### config.mk
export PLATFORM = sky130hd
export DESIGN_NAME = stream_demux
export DESIGN_NICKNAME = d
export VERILOG_FILES = /design/src/rtl/demux_pkg.sv /design/src/rtl/demux_slot.sv /design/src/rtl/stream_demux.sv
export SDC_FILE = /design/constraint.sdc
export NUM_CORES = 1
export LEC_CHECK = 0
export CORE_MARGIN = 2
export CORE_UTILIZATION = 39
export CTS_BUF_LIST = sky130_fd_sc_hd__clkbuf_16
export CTS_CLUSTER_DIAMETER = 30
export CTS_CLUSTER_SIZE = 14
export DETAILED_ROUTE_END_ITERATION = 8
export GPL_TIMING_DRIVEN = 0
export PLACE_DENSITY = 0.76
export REMOVE_ABC_BUFFERS = 1
export SKIP_CTS_REPAIR_TIMING = 1
export SYNTH_ARGS = -nofsm -noshare
export SYNTH_HDL_FRONTEND = slang
export SYNTH_SLANG_ARGS = --single-unit
### constraint.sdc
create_clock -name clk -period 1.7 [get_ports clk]
set_input_delay 0.51 -clock clk [delete_from_list [all_inputs] [get_ports clk]]
set_output_delay 0.51 -clock clk [all_outputs]
set_load 0.02 [all_outputs]
### src/rtl/demux_pkg.sv
// Shared constants and types for the stream demultiplexer.
//   DEFAULT_WIDTH / DEFAULT_N_OUT / DEFAULT_CNT_W : default parameter values
//   slot_state_e                                  : per-channel slot occupancy
package demux_pkg;

    localparam int unsigned DEFAULT_WIDTH = 8;
    localparam int unsigned DEFAULT_N_OUT = 4;
    localparam int unsigned DEFAULT_CNT_W = 8;

    typedef enum logic {
        EMPTY = 1'b0,
        FULL  = 1'b1
    } slot_state_e;

endpackage

### src/rtl/demux_slot.sv
// One-entry output slot for a single demux channel.
// Ports:
//   clk, rst   : clock, asynchronous active-high reset
//   load       : write data_in into the slot this cycle (only asserted while free)
//   data_in    : payload to capture
//   ready      : downstream consumer ready
//   valid      : slot holds a word
//   data_out   : held word, stable while FULL and not transferred
//   free       : slot can take a word this cycle (empty, or full and draining)
module demux_slot
    import demux_pkg::*;
#(
    parameter int unsigned WIDTH = DEFAULT_WIDTH
) (
    input  logic             clk,
    input  logic             rst,
    input  logic             load,
    input  logic [WIDTH-1:0] data_in,
    input  logic             ready,
    output logic             valid,
    output logic [WIDTH-1:0] data_out,
    output logic             free
);

    slot_state_e      state_q, state_d;
    logic [WIDTH-1:0] data_q, data_d;

    // State register
    always_ff @(posedge clk or posedge rst) begin
        if (rst) begin
            state_q <= EMPTY;
            data_q  <= '0;
        end else begin
            state_q <= state_d;
            data_q  <= data_d;
        end
    end

    // Next-state logic; a reload wins over a drain so back-to-back words keep the slot FULL
    always_comb begin
        state_d = state_q;
        data_d  = data_q;
        unique case (state_q)
            EMPTY: begin
                if (load) begin
                    state_d = FULL;
                end
            end
            FULL: begin
                if (load) begin
                    state_d = FULL;
                end else if (ready) begin
                    state_d = EMPTY;
                end
            end
            default: state_d = EMPTY;
        endcase
        if (load) begin
            data_d = data_in;
        end
    end

    // Outputs
    always_comb begin
        valid    = (state_q == FULL);
        free     = (state_q == EMPTY) || ready;
        data_out = data_q;
    end

endmodule

### src/rtl/stream_demux.sv
// Valid/ready stream demultiplexer with per-channel one-entry slots.
// Ports:
//   clk, rst   : clock, asynchronous active-high reset
//   in_valid   : upstream word present
//   in_ready   : word accepted this cycle
//   in_data    : payload
//   in_sel     : destination channel (values >= N_OUT are dropped and counted)
//   in_bcast   : copy the word to every channel, in_sel ignored
//   out_valid  : per-channel word present
//   out_ready  : per-channel consumer ready
//   out_data   : per-channel payload, channel 0 in the LSBs
//   drop_cnt   : saturating count of words dropped for an invalid in_sel
module stream_demux
    import demux_pkg::*;
#(
    parameter  int unsigned WIDTH = DEFAULT_WIDTH,
    parameter  int unsigned N_OUT = DEFAULT_N_OUT,
    parameter  int unsigned CNT_W = DEFAULT_CNT_W,
    localparam int unsigned SEL_W = $clog2(N_OUT)
) (
    input  logic                   clk,
    input  logic                   rst,
    input  logic                   in_valid,
    output logic                   in_ready,
    input  logic [WIDTH-1:0]       in_data,
    input  logic [SEL_W-1:0]       in_sel,
    input  logic                   in_bcast,
    output logic [N_OUT-1:0]       out_valid,
    input  logic [N_OUT-1:0]       out_ready,
    output logic [N_OUT*WIDTH-1:0] out_data,
    output logic [CNT_W-1:0]       drop_cnt
);

    // One extra bit so that N_OUT itself is representable for the range compare
    localparam logic [SEL_W:0] N_OUT_L = (SEL_W + 1)'(N_OUT);

    logic [N_OUT-1:0] free;
    logic [N_OUT-1:0] load;
    logic             sel_ok;
    logic             tgt_free;
    logic             accept;
    logic             drop;
    logic [CNT_W-1:0] drop_cnt_q, drop_cnt_d;

    // Select decode and handshake. in_ready depends only on in_sel, in_bcast and slot state /
    // out_ready, never on in_data.
    always_comb begin
        sel_ok   = ({1'b0, in_sel} < N_OUT_L);
        tgt_free = 1'b0;
        for (int i = 0; i < int'(N_OUT); i++) begin
            if (in_sel == SEL_W'(i)) begin
                tgt_free = free[i];
            end
        end

        if (in_bcast) begin
            in_ready = &free;
        end else if (!sel_ok) begin
            in_ready = 1'b1;
        end else begin
            in_ready = tgt_free;
        end

        accept = in_valid && in_ready;
        drop   = accept && !in_bcast && !sel_ok;

        load = '0;
        for (int i = 0; i < int'(N_OUT); i++) begin
            load[i] = accept && (in_bcast || (sel_ok && (in_sel == SEL_W'(i))));
        end
    end

    // Saturating drop counter
    always_comb begin
        drop_cnt_d = drop_cnt_q;
        if (drop && (drop_cnt_q != {CNT_W{1'b1}})) begin
            drop_cnt_d = drop_cnt_q + CNT_W'(1);
        end
    end

    always_ff @(posedge clk or posedge rst) begin
        if (rst) begin
            drop_cnt_q <= '0;
        end else begin
            drop_cnt_q <= drop_cnt_d;
        end
    end

    assign drop_cnt = drop_cnt_q;

    for (genvar g = 0; g < N_OUT; g++) begin : g_slot
        demux_slot #(
            .WIDTH (WIDTH)
        ) u_slot (
            .clk      (clk),
            .rst      (rst),
            .load     (load[g]),
            .data_in  (in_data),
            .ready    (out_ready[g]),
            .valid    (out_valid[g]),
            .data_out (out_data[g*WIDTH +: WIDTH]),
            .free     (free[g])
        );
    end

endmodule

### Yosys cells after proc, flatten, opt, wreduce, memory -nomap -nowiden

Index checks and enable logic that the tools add are counted.

| cells by class | value |
|---|---|
| bitwise gates (word level) | 4 |
| multiplexer cells | 21 |
| eq/ne operators | 3 |
| add/subtract/negate cells | 0 |
| multipliers | 0 |
| divide/modulo/power cells | 0 |
| reductions and logical operators | 15 |
| shift-type cells | 0 |
| order comparisons | 0 |

Operators by type and width:

| cell | number |
|---|---|
| $mux 1 | 17 |
| $logic_or 1x1->1 | 8 |
| $pmux 1 s2 | 4 |
| $logic_and 1x1->1 | 5 |
| $eq 2x2->1 const B | 2 |
| $not 1->1 | 4 |
| $reduce_and 4->1 | 1 |
| $eq 2x1->1 const B | 1 |
| $logic_not 2->1 | 1 |

| word-level totals | value |
|---|---|
| memory bits (read-only) | 0 |
| input bits | 18 |
| RAM bits | 0 |
| flip-flop bits (word level) | 36 |
| memories | 0 |
| logic and storage cells | 51 |
| bits in latches | 0 |

### Logic depth before layout (Yosys ltp)

Gate-level depths: netlist (run 1).

| depth | value |
|---|---|
| depth after elaboration | 11 |
| gate-level depth with buffers | 6 |

### Hierarchy

A second synthesis (run 1) with hierarchy kept.

| second synthesis, totals | value |
|---|---|
| cells, all modules | 110 |
| area total of the unflattened synthesis | 1710.4 µm² |

By module, submodules not included:

| module | cells each | area an instance (µm²) | instances |
|---|---|---|---|
| demux_slot | 21 | 372.9 | 4 |
| stream_demux | 26 | 219.0 | 1 |

### Worst setup path after synthesis (run 1)

Ideal clock, no wire load.

| timing path | value |
|---|---|
| path kind | input port to flip-flop |
| start | input in_sel[0] |
| end | register g_slot[3].u_slot.data_q[0] |
| data arrival time | 1789 ps |
| library setup time | 125 ps |
| buffers on the path | 1 |
| stages on the path | 6 |
| path slack | -214 ps |
| cells stage by stage | inv_1 -> a21oi_4 -> o221ai_4 -> or3_1 -> buf_6 -> mux2_4 |

| between the ends | value |
|---|---|
| cells in the longest elaborated chain, start to end | 8 |
| elaborated cells between the ends (all ways) | 12 |

RTL lines:

| element | line | text |
|---|---|---|
| start: declaration | stream_demux.sv:26 | `input logic [SEL_W-1:0] in_sel,` |
| $logic_not 2->1 | stream_demux.sv:51 | `if (in_sel == SEL_W'(i)) begin` |
| $mux 1 (4 in a row) | stream_demux.sv:51 |  |
| $mux 1 | stream_demux.sv:56 | `if (in_bcast) begin` |
| $logic_and 1x1->1 | stream_demux.sv:64 | `accept = in_valid && in_ready;` |
| $logic_and 1x1->1 * | stream_demux.sv:69 | `load[i] = accept && (in_bcast \|\| (sel_ok && (in_sel == SEL_W'(i))));` |
| end signal: assignment | demux_slot.sv:35 | `data_q <= data_d;` |
| end: declaration | demux_slot.sv:26 | `logic [WIDTH-1:0] data_q, data_d;` |

Mark *: on every way between the ends. The rest lies on a longest branch, timed or not.
A chain may end at the register's enable or synchronous reset.

### Worst setup path after layout (run 1)

| timing path | value |
|---|---|
| start | input in_bcast |
| end | output in_ready |

| between the ends | value |
|---|---|
| cells in the longest elaborated chain, start to end | 1 |

RTL lines:

| element | line | text |
|---|---|---|
| start: declaration | stream_demux.sv:27 | `input logic in_bcast,` |
| $mux 1 | stream_demux.sv:56 |  |
| end: declaration | stream_demux.sv:24 | `output logic in_ready,` |

No other way between the ends.

==> results.sh, run 1 <==
export IMPL_grt_max_degree=37
export IMPL_fin_crit_sh_pct=105
export IMPL_hold_path_class="in -> reg"
export IMPL_synth_avg_cell_area_um2=14.9
export IMPL_num_rows=23
export IMPL_dp_hpwl_um=2490
export IMPL_drive_above_1_share_pct=38.0
export IMPL_status="finished, violations left"
export IMPL_die_x_um=68.5
export IMPL_timing_fmax_ghz=0.559
export IMPL_power_density_mw_per_mm2=1340
export IMPL_worstSetupPathType="in -> out"
export IMPL_detail_route_antenna_nets=0
export IMPL_finalHoldViolCount=0
export IMPL_cts_sinks=36
export IMPL_yosysWarnings=0
export IMPL_ys_ff_latch=36
export IMPL_skew_ns=0.00507
export IMPL_grt_pass1_vias=1081
export IMPL_tritoncts="built"
export IMPL_synth_area_leader_cell="dfrtp_1"
export IMPL_die_area_mm2=0.00469
export IMPL_cp_start_kind="input pin"
export IMPL_area_growth_pct=66.0
export IMPL_violations="setup timing"
export IMPL_drt_iter0_drc=49
export IMPL_ios=63
export IMPL_clock_latency_ns=0.27
export IMPL_layout_common_cells="41 x dlymetal6s2s_1, 36 x dfrtp_1, 26 x mux2_4"
export IMPL_p_leak_nw=1.55
export IMPL_cts_buffer_depth=2
export IMPL_ir_drop_uv=874
export IMPL_synth_seq_area_share_pct=55.6
export IMPL_drt_first_pass_iters=4
export IMPL_die_y_um=68.5
export IMPL_drv_slew=0
export IMPL_post_place_ws_ns=-1.20
export IMPL_syn_area_mm2=0.00162
export IMPL_maxCapViolCount=0
export IMPL_worst_pin_slew_ns=0.735
export IMPL_h_tree_depth=2
export IMPL_wl_per_cell_um=17.3
export IMPL_grt_pass1_wl_um=5240
export IMPL_overflow=0
export IMPL_vias=1095
export IMPL_cts_root_buf="clkbuf_16"
export IMPL_fin_crit_ns=1.79
export IMPL_drt_wl_total_um=3960
export IMPL_setup_ws_ns=-0.0889
export IMPL_portBuffers=54
export IMPL_cts_inserted_buffers=5
export IMPL_vias_per_cell=4.78
export IMPL_antenna_found_initial=0
export IMPL_arrival_ns=1.28
export IMPL_grt_use_total_pct=15.6
export IMPL_cp_data_required_time_ns=1.19
export IMPL_setup_viol=26
export IMPL_clk_pin_slew_ns=0.05
export IMPL_final_common_cell="dlymetal6s2s_1"
export IMPL_max_slew_margin_pct=50.9
export IMPL_gp_congestion=0.719
export IMPL_synthTopCellsByArea="dfrtp_1 56%, mux2_1 17%, mux2_4 7.4%"
export IMPL_synthCells=109
export IMPL_worstPathMaxFanout=4
export IMPL_synth_top_area_share_pct=55.6
export IMPL_drc=0
export IMPL_synth_cell_types=22
export IMPL_end_kind="output pin"
export IMPL_initial_utilization_pct=40.5
export IMPL_fin_util_pct=67.3
export IMPL_antenna_cells=0
export IMPL_core_area_mm2=0.00400
export IMPL_final_nets=196
export IMPL_rsz0062_at_grt="true"
## routing by layer
layer  GRT usage, %  wire length (um)
met5              0                 0
met4           4.25                 0
met1           18.1              1640
met2           26.9              2090
met3           5.92               238
## cell type report
class                      count  area [um^2]
sequential                    36          901
fill                         305         1310
multi-input combinational     64          779
inverter                       4         15.0
clock inverter                 3         15.0
clock buffer                   5          125
timing repair buffer          67          795
tap                           50         62.6
## registers in the layout, summed over array words and instances (netlist names)
| register | count |
|---|---|
| g_slot.u_slot.data_out | 32 |
| g_slot.u_slot.valid | 4 |
## path summary, 6_finish.rpt
path                                               from                      endpoint  slack, ns  cells past startpoint
min reg2reg                g_slot[0].u_slot.data_out[7]  g_slot[0].u_slot.data_out[7]       0.49                      1
max in group asynchronous                           rst        g_slot[1].u_slot.valid       0.53                      2
max                                            in_bcast                      in_ready      -0.09                      6
min                                        out_ready[0]        g_slot[0].u_slot.valid       0.48                      2
min in group asynchronous                           rst  g_slot[2].u_slot.data_out[4]       0.69                      2
max reg2reg                      g_slot[0].u_slot.valid  g_slot[3].u_slot.data_out[5]       0.04                      5
## kinds of logic after synthesis
group / count (synthesis) / synth area share [%]
DFF: 36 / 55.6
muxes: 32 / 24.1
buffers and inverters: 17 / 7.18
and+or+nand+nor: 12 / 5.94
AOI/OAI and AO/OA: 11 / 7.02
other: 1 / 0.231
## cells in the mapped netlist, drive strengths merged
master / number
dfrtp: 36
o221ai: 1
o22ai: 1
o31ai: 2
nor2: 2
or3: 1
buf: 13
conb: 1
mux2: 32
inv: 4
o21ai: 2
o21bai: 2
nor3: 3
nand2: 2
nand3b: 1
a21oi: 3
nand2b: 3
## power by group
group | total (W) | switching, W | internal [W]
Sequential | 0.00126 | 0.000148 | 0.00111
Combinational | 0.00152 | 0.000698 | 0.000819
Clock | 0.000834 | 0.000304 | 0.000531
## through the flow
stage                     power [W]  cells  setup TNS (ns)  hold slack, ns  instance area, um^2
after global routing        0.00380    229           -2.47           0.510                 2690
after floorplan             0.00192    103           -3.94           0.595                 1550
after CTS                   0.00346    215          -30.69           0.491                 2290
after global placement      0.00255    207          -45.09           0.468                 2150
final                       0.00361    229           -1.16           0.478                 2690
after detailed placement    0.00260    207          -49.92           0.478                 2150
## worst max-delay path, cell delays in order
cell,delay (ns)
buf_12,0.11
o21bai_4,0.16
nand3b_1,0.12
o221ai_4,0.13
nor2_2,0.12
buf_6,0.12
Power figures use the tool's default switching activity.
==> run 2: changes to the inputs <==
- clock period: 1.7 -> 1.6 ns (I/O delays scaled with it)
==> run 2 against run 1 <==
The flow still finishes with violations (setup timing). Clock skew is 0.00080 ns higher. Clock-buffer cell count is the same. Utilization rose by 1.3 points. Hold slack got worse by 0.019 ns. Via count is 2.3% higher. Critical path type unchanged. Largest cell class unchanged. Largest power group unchanged.
==> results.sh, run 2 (synthesized netlist as in run 1, its figures left out) <==
export IMPL_status="finished, violations left"
export IMPL_violations="setup timing"
export IMPL_vias_per_cell=4.81
export IMPL_die_y_um=68.5
export IMPL_drv_slew=0
export IMPL_drt_first_pass_iters=4
export IMPL_r2r_end="g_slot[3].u_slot.data_out[4]"
export IMPL_hold_slack_ns=0.459
export IMPL_area_growth_pct=69.3
export IMPL_p_leak_nw=1.58
export IMPL_gp_congestion=0.719
export IMPL_hold_path_class="in -> reg"
export IMPL_worstPathMaxFanout=7
export IMPL_cts_sinks=36
export IMPL_final_nets=200
export IMPL_num_rows=23
export IMPL_timing_rr_start="g_slot[0].u_slot.valid"
export IMPL_drc=0
export IMPL_cts_buffer_depth=2
export IMPL_ios=63
export IMPL_finalHoldViolCount=0
export IMPL_wl_per_cell_um=17.1
export IMPL_timing_fmax_ghz=0.545
export IMPL_drt_wl_total_um=3990
export IMPL_fin_crit_ns=1.83
export IMPL_cts_root_buf="clkbuf_16"
export IMPL_tritoncts="built"
export IMPL_clock_latency_ns=0.27
export IMPL_max_slew_margin_pct=50.8
export IMPL_h_tree_depth=2
export IMPL_setup_viol=33
export IMPL_grt_max_degree=37
export IMPL_holdCritStartpoint="out_ready[0]"
export IMPL_drt_iter0_drc=42
export IMPL_largest_reg_flops=32
export IMPL_skew_ns=0.00587
export IMPL_holdPathEnd="g_slot[0].u_slot.valid"
export IMPL_dp_hpwl_um=2490
export IMPL_worstHoldPathCells=2
export IMPL_ir_drop_uv=902
export IMPL_die_area_mm2=0.00469
export IMPL_power_density_mw_per_mm2=1410
export IMPL_cp_data_required_time_ns=1.12
export IMPL_clk_pin_slew_ns=0.05
export IMPL_reg2reg_depth=5
export IMPL_worst_pin_slew_ns=0.738
export IMPL_arrival_ns=1.35
export IMPL_die_x_um=68.5
export IMPL_grt_pass1_vias=1081
export IMPL_initial_utilization_pct=40.5
export IMPL_drive_above_1_share_pct=41.0
export IMPL_vias=1120
export IMPL_end_kind="output pin"
export IMPL_antenna_cells=0
export IMPL_setup_ws_ns=-0.233
export IMPL_cts_inserted_buffers=5
export IMPL_worstSetupPathType="in -> out"
export IMPL_layout_common_cells="41 x dlymetal6s2s_1, 36 x dfrtp_1, 27 x mux2_4"
export IMPL_rsz0062_at_grt="true"
export IMPL_grt_pass1_wl_um=5240
export IMPL_r2r_setup_slack_ns=-0.14
export IMPL_portBuffers=54
export IMPL_maxCapViolCount=0
export IMPL_antenna_found_initial=0
export IMPL_overflow=0
export IMPL_fin_crit_sh_pct=115
export IMPL_cp_start_kind="input pin"
export IMPL_core_area_mm2=0.00400
export IMPL_grt_use_total_pct=15.6
export IMPL_final_common_cell="dlymetal6s2s_1"
export IMPL_detail_route_antenna_nets=0
export IMPL_post_place_ws_ns=-1.24
==> run 2: how the worst max path moves through the flow <==
| stage | from | end | slack (ns) | cells after the start |
|---|---|---|---|---|
| 6_report | in_bcast | in_ready | -0.23 | 6 |
| 5_1_grt | in_bcast | in_ready | -0.27 | 6 |
| 4_1_cts | in_sel[0] | in_ready | -1.23 | 6 |
| 3_5_place_dp | in_sel[0] | g_slot[3].u_slot.data_out[5] | -1.24 | 6 |
| 3_3_place_gp | in_sel[1] | in_ready | -1.20 | 6 |
| 2_1_floorplan | in_sel[0] | g_slot[3].u_slot.data_out[0] | -0.38 | 5 |
==> run 2: worst max-delay path, cell delays in order <==
cell,delay (ns)
buf_12,0.11
o21bai_4,0.16
nand3b_1,0.14
o221ai_4,0.18
nor2_2,0.15
buf_6,0.13
==> run 2: metrics by stage <==
| stage | util (%) | std cells | total power [W] | setup TNS [ns] | cell area [um^2] |
|---|---|---|---|---|---|
| floorplan | - | 103 | 0.00204 | -6.29 | 1550 |
| CTS | 57.2 | 215 | 0.00367 | -38.29 | 2290 |
| global route | 68.6 | 233 | 0.00407 | -5.39 | 2750 |
| detailed placement | 53.7 | 207 | 0.00277 | -55.00 | 2150 |
| finish | 68.6 | 233 | 0.00386 | -3.84 | 2750 |
| global placement | 53.7 | 207 | 0.00271 | -50.17 | 2150 |
==> run 2: area by class of cell <==
| class | count | area [um^2] |
|---|---|---|
| multi-input combinational | 64 | 795 |
| fill | 297 | 1250 |
| tap | 50 | 62.6 |
| inverter | 4 | 15.0 |
| sequential | 36 | 901 |
| timing repair buffer | 71 | 832 |
| clock buffer | 5 | 125 |
| clock inverter | 3 | 15.0 |
==> run 2: routing by layer <==
metal / routed length [um] / part of all wire [%] / global-route usage [%] / vias up
li1: - / - / - / 508
met2: 2150 / 54 / 26.9 / 41
met4: 0 / 0 / 4.25 / 0
met5: 0 / 0 / 0 / -
met1: 1600 / 40 / 18.1 / 571
met3: 247 / 6.2 / 5.92 / 0
==> run 2: power breakdown <==
group / switching [W] / internal, W / total, W
clock: 0.000321 / 0.000564 / 0.000884
combinational: 0.000749 / 0.000895 / 0.00164
sequential: 0.000155 / 0.00118 / 0.00134
==> run 3: changes to the inputs <==
- CTS_BUF_LIST: sky130_fd_sc_hd__clkbuf_16 -> not set
- TNS_END_PERCENT: not set -> 10
==> run 3 against run 2 <==
The flow still finishes with violations (setup timing). Fmax increased by 5.2%. Critical path type is now in -> reg. Die area unchanged. Flip-flop and latch count unchanged. Sequential share of layout area increased by 1.8 points.
==> results.sh, run 3 (synthesized netlist as in run 1, its figures left out) <==
export IMPL_wl_per_cell_um=17.5
export IMPL_power_density_mw_per_mm2=1360
export IMPL_grt_max_degree=37
export IMPL_end_kind="register"
export IMPL_p_seq_share_pct=37.6
export IMPL_cts_sinks=36
export IMPL_worst_pin_slew_ns=0.728
export IMPL_maxCapViolCount=0
export IMPL_vias=1130
export IMPL_die_x_um=68.5
export IMPL_antenna_cells=0
export IMPL_timing_rr_start="g_slot[0].u_slot.valid"
export IMPL_drc=0
export IMPL_swShare_pct=33.5
export IMPL_gp_congestion=0.719
export IMPL_grt_use_total_pct=15.8
export IMPL_drv_slew=0
export IMPL_clock_latency_ns=0.28
export IMPL_finalSetupTns_ns=-3.37
export IMPL_vias_per_cell=4.96
export IMPL_final_nets=195
export IMPL_p_clk_share_pct=18.2
export IMPL_fin_crit_ns=1.74
export IMPL_detail_route_antenna_nets=0
export IMPL_rsz0062_at_grt="true"
export IMPL_die_y_um=68.5
export IMPL_largest_reg_flops=32
export IMPL_met1_usage_pct=18.2
export IMPL_drt_iter0_drc=43
export IMPL_cp_start_kind="input pin"
export IMPL_power_switching_w=0.00119
export IMPL_overflow=0
export IMPL_grtUsageMet2_pct=26.9
export IMPL_worstSetupStartpoint="in_bcast"
export IMPL_cts_buffer_depth=2
export IMPL_combPwrFrac_pct=44.2
export IMPL_finalHoldViolCount=0
export IMPL_holdCritStartpoint="out_ready[0]"
export IMPL_timing_fmax_ghz=0.574
export IMPL_crit_end="g_slot[3].u_slot.data_out[5]"
export IMPL_place_inst=207
export IMPL_dp_hpwl_um=2490
export IMPL_core_area_mm2=0.00400
export IMPL_final_cells=228
export IMPL_met3_usage_pct=5.92
export IMPL_portBuffers=54
export IMPL_worstSetupPathType="in -> reg"
export IMPL_grt_pass1_vias=1081
export IMPL_clk_pin_slew_ns=0.07
export IMPL_final_common_cell="dlymetal6s2s_1"
export IMPL_post_place_ws_ns=-1.24
export IMPL_cts_inserted_buffers=5
export IMPL_hold_path_class="in -> reg"
export IMPL_drt_wl_total_um=4000
export IMPL_violations="setup timing"
export IMPL_reg2reg_depth=5
export IMPL_arrival_ns=1.91
export IMPL_area_growth_pct=60.6
export IMPL_max_slew_margin_pct=51.4
export IMPL_setup_viol=33
export IMPL_hold_slack_ns=0.459
export IMPL_layout_common_cells="41 x dlymetal6s2s_1, 36 x dfrtp_1, 21 x mux2_4"
export IMPL_p_leak_nw=1.50
export IMPL_cp_data_required_time_ns=1.76
export IMPL_tritoncts="built"
export IMPL_worstPathMaxFanout=6
export IMPL_n_fill_cell=329
export IMPL_setup_ws_ns=-0.143
export IMPL_r2r_end="g_slot[3].u_slot.data_out[5]"
export IMPL_h_tree_depth=2
export IMPL_skew_ns=0.00579
export IMPL_drive_above_1_share_pct=35.4
export IMPL_ios=63
export IMPL_status="finished, violations left"
export IMPL_fin_crit_sh_pct=109
export IMPL_grt_busiest_layer="met2"
export IMPL_drt_first_pass_iters=4
export IMPL_ir_drop_uv=786
export IMPL_cts_root_buf="clkbuf_8"
export IMPL_num_rows=23
export IMPL_r2r_setup_slack_ns=-0.07
export IMPL_die_area_mm2=0.00469
export IMPL_grt_pass1_wl_um=5260
export IMPL_initial_utilization_pct=40.5
export IMPL_antenna_found_initial=0
export IMPL_p_int_w=0.00236
## run 3: cell count changes in the layout (fill, tap and decap cells not counted), moves of 5 or more
cell       before  now
clkbuf_8        0    6
mux2_1          5   11
mux2_4         27   21
clkbuf_16       5    0
buf_6           9    3
## run 3: area by class of cell
cell class	instances	area [um^2]	share of cell area [%]
Tap cell	50	62.6	2.40
Multi-Input combinational cell	64	761	29.2
Clock buffer	7	86.3	3.31
Timing Repair Buffer	66	772	29.6
Sequential cell	36	901	34.6
Inverter	4	15.0	0.576
Clock inverter	1	7.51	0.288
## run 3: power by group through the flow
stage,Sequential [W],Combinational [W],Clock [W]
2_1_floorplan,0.00166,0.000383,0
3_3_place_gp,0.00132,0.00139,0
3_5_place_dp,0.00135,0.00142,0
4_1_cts,0.00133,0.00143,0.000668
5_1_grt,0.00137,0.00165,0.000719
6_report,0.00133,0.00156,0.000647
## run 3: metal layers
layer  share of wire, %  routed length [um]
met5                  0                   0
met2                 55                2180
met1                 38                1540
met4               0.42                  17
met3                6.5                 260
## run 3: worst max-delay path, cell delays in order
cell	delay [ns]
buf_12	0.11
o21bai_4	0.17
nand3b_1	0.12
o221ai_4	0.13
buf_12	0.16
or3_4	0.40
mux2_4	0.33
## run 3: worst min path at each step
stage / slack, ns / cells past startpoint / endpoint
floorplan: 0.57 / 1 / g_slot[0].u_slot.valid
global placement: 0.47 / 1 / g_slot[1].u_slot.data_out[0]
detailed placement: 0.48 / 1 / g_slot[1].u_slot.data_out[1]
CTS: 0.50 / 1 / g_slot[0].u_slot.data_out[7]
global route: 0.49 / 2 / g_slot[0].u_slot.valid
finish: 0.46 / 2 / g_slot[0].u_slot.valid
## run 3: metrics by stage
stage | total power (W) | area [um^2] | util, %
2_1_floorplan | 0.00204 | 1550 | -
4_1_cts | 0.00343 | 2240 | 56.1
5_1_grt | 0.00374 | 2610 | 65.1
6_report | 0.00354 | 2610 | 65.1
3_5_place_dp | 0.00277 | 2150 | 53.7
3_3_place_gp | 0.00271 | 2150 | 53.7
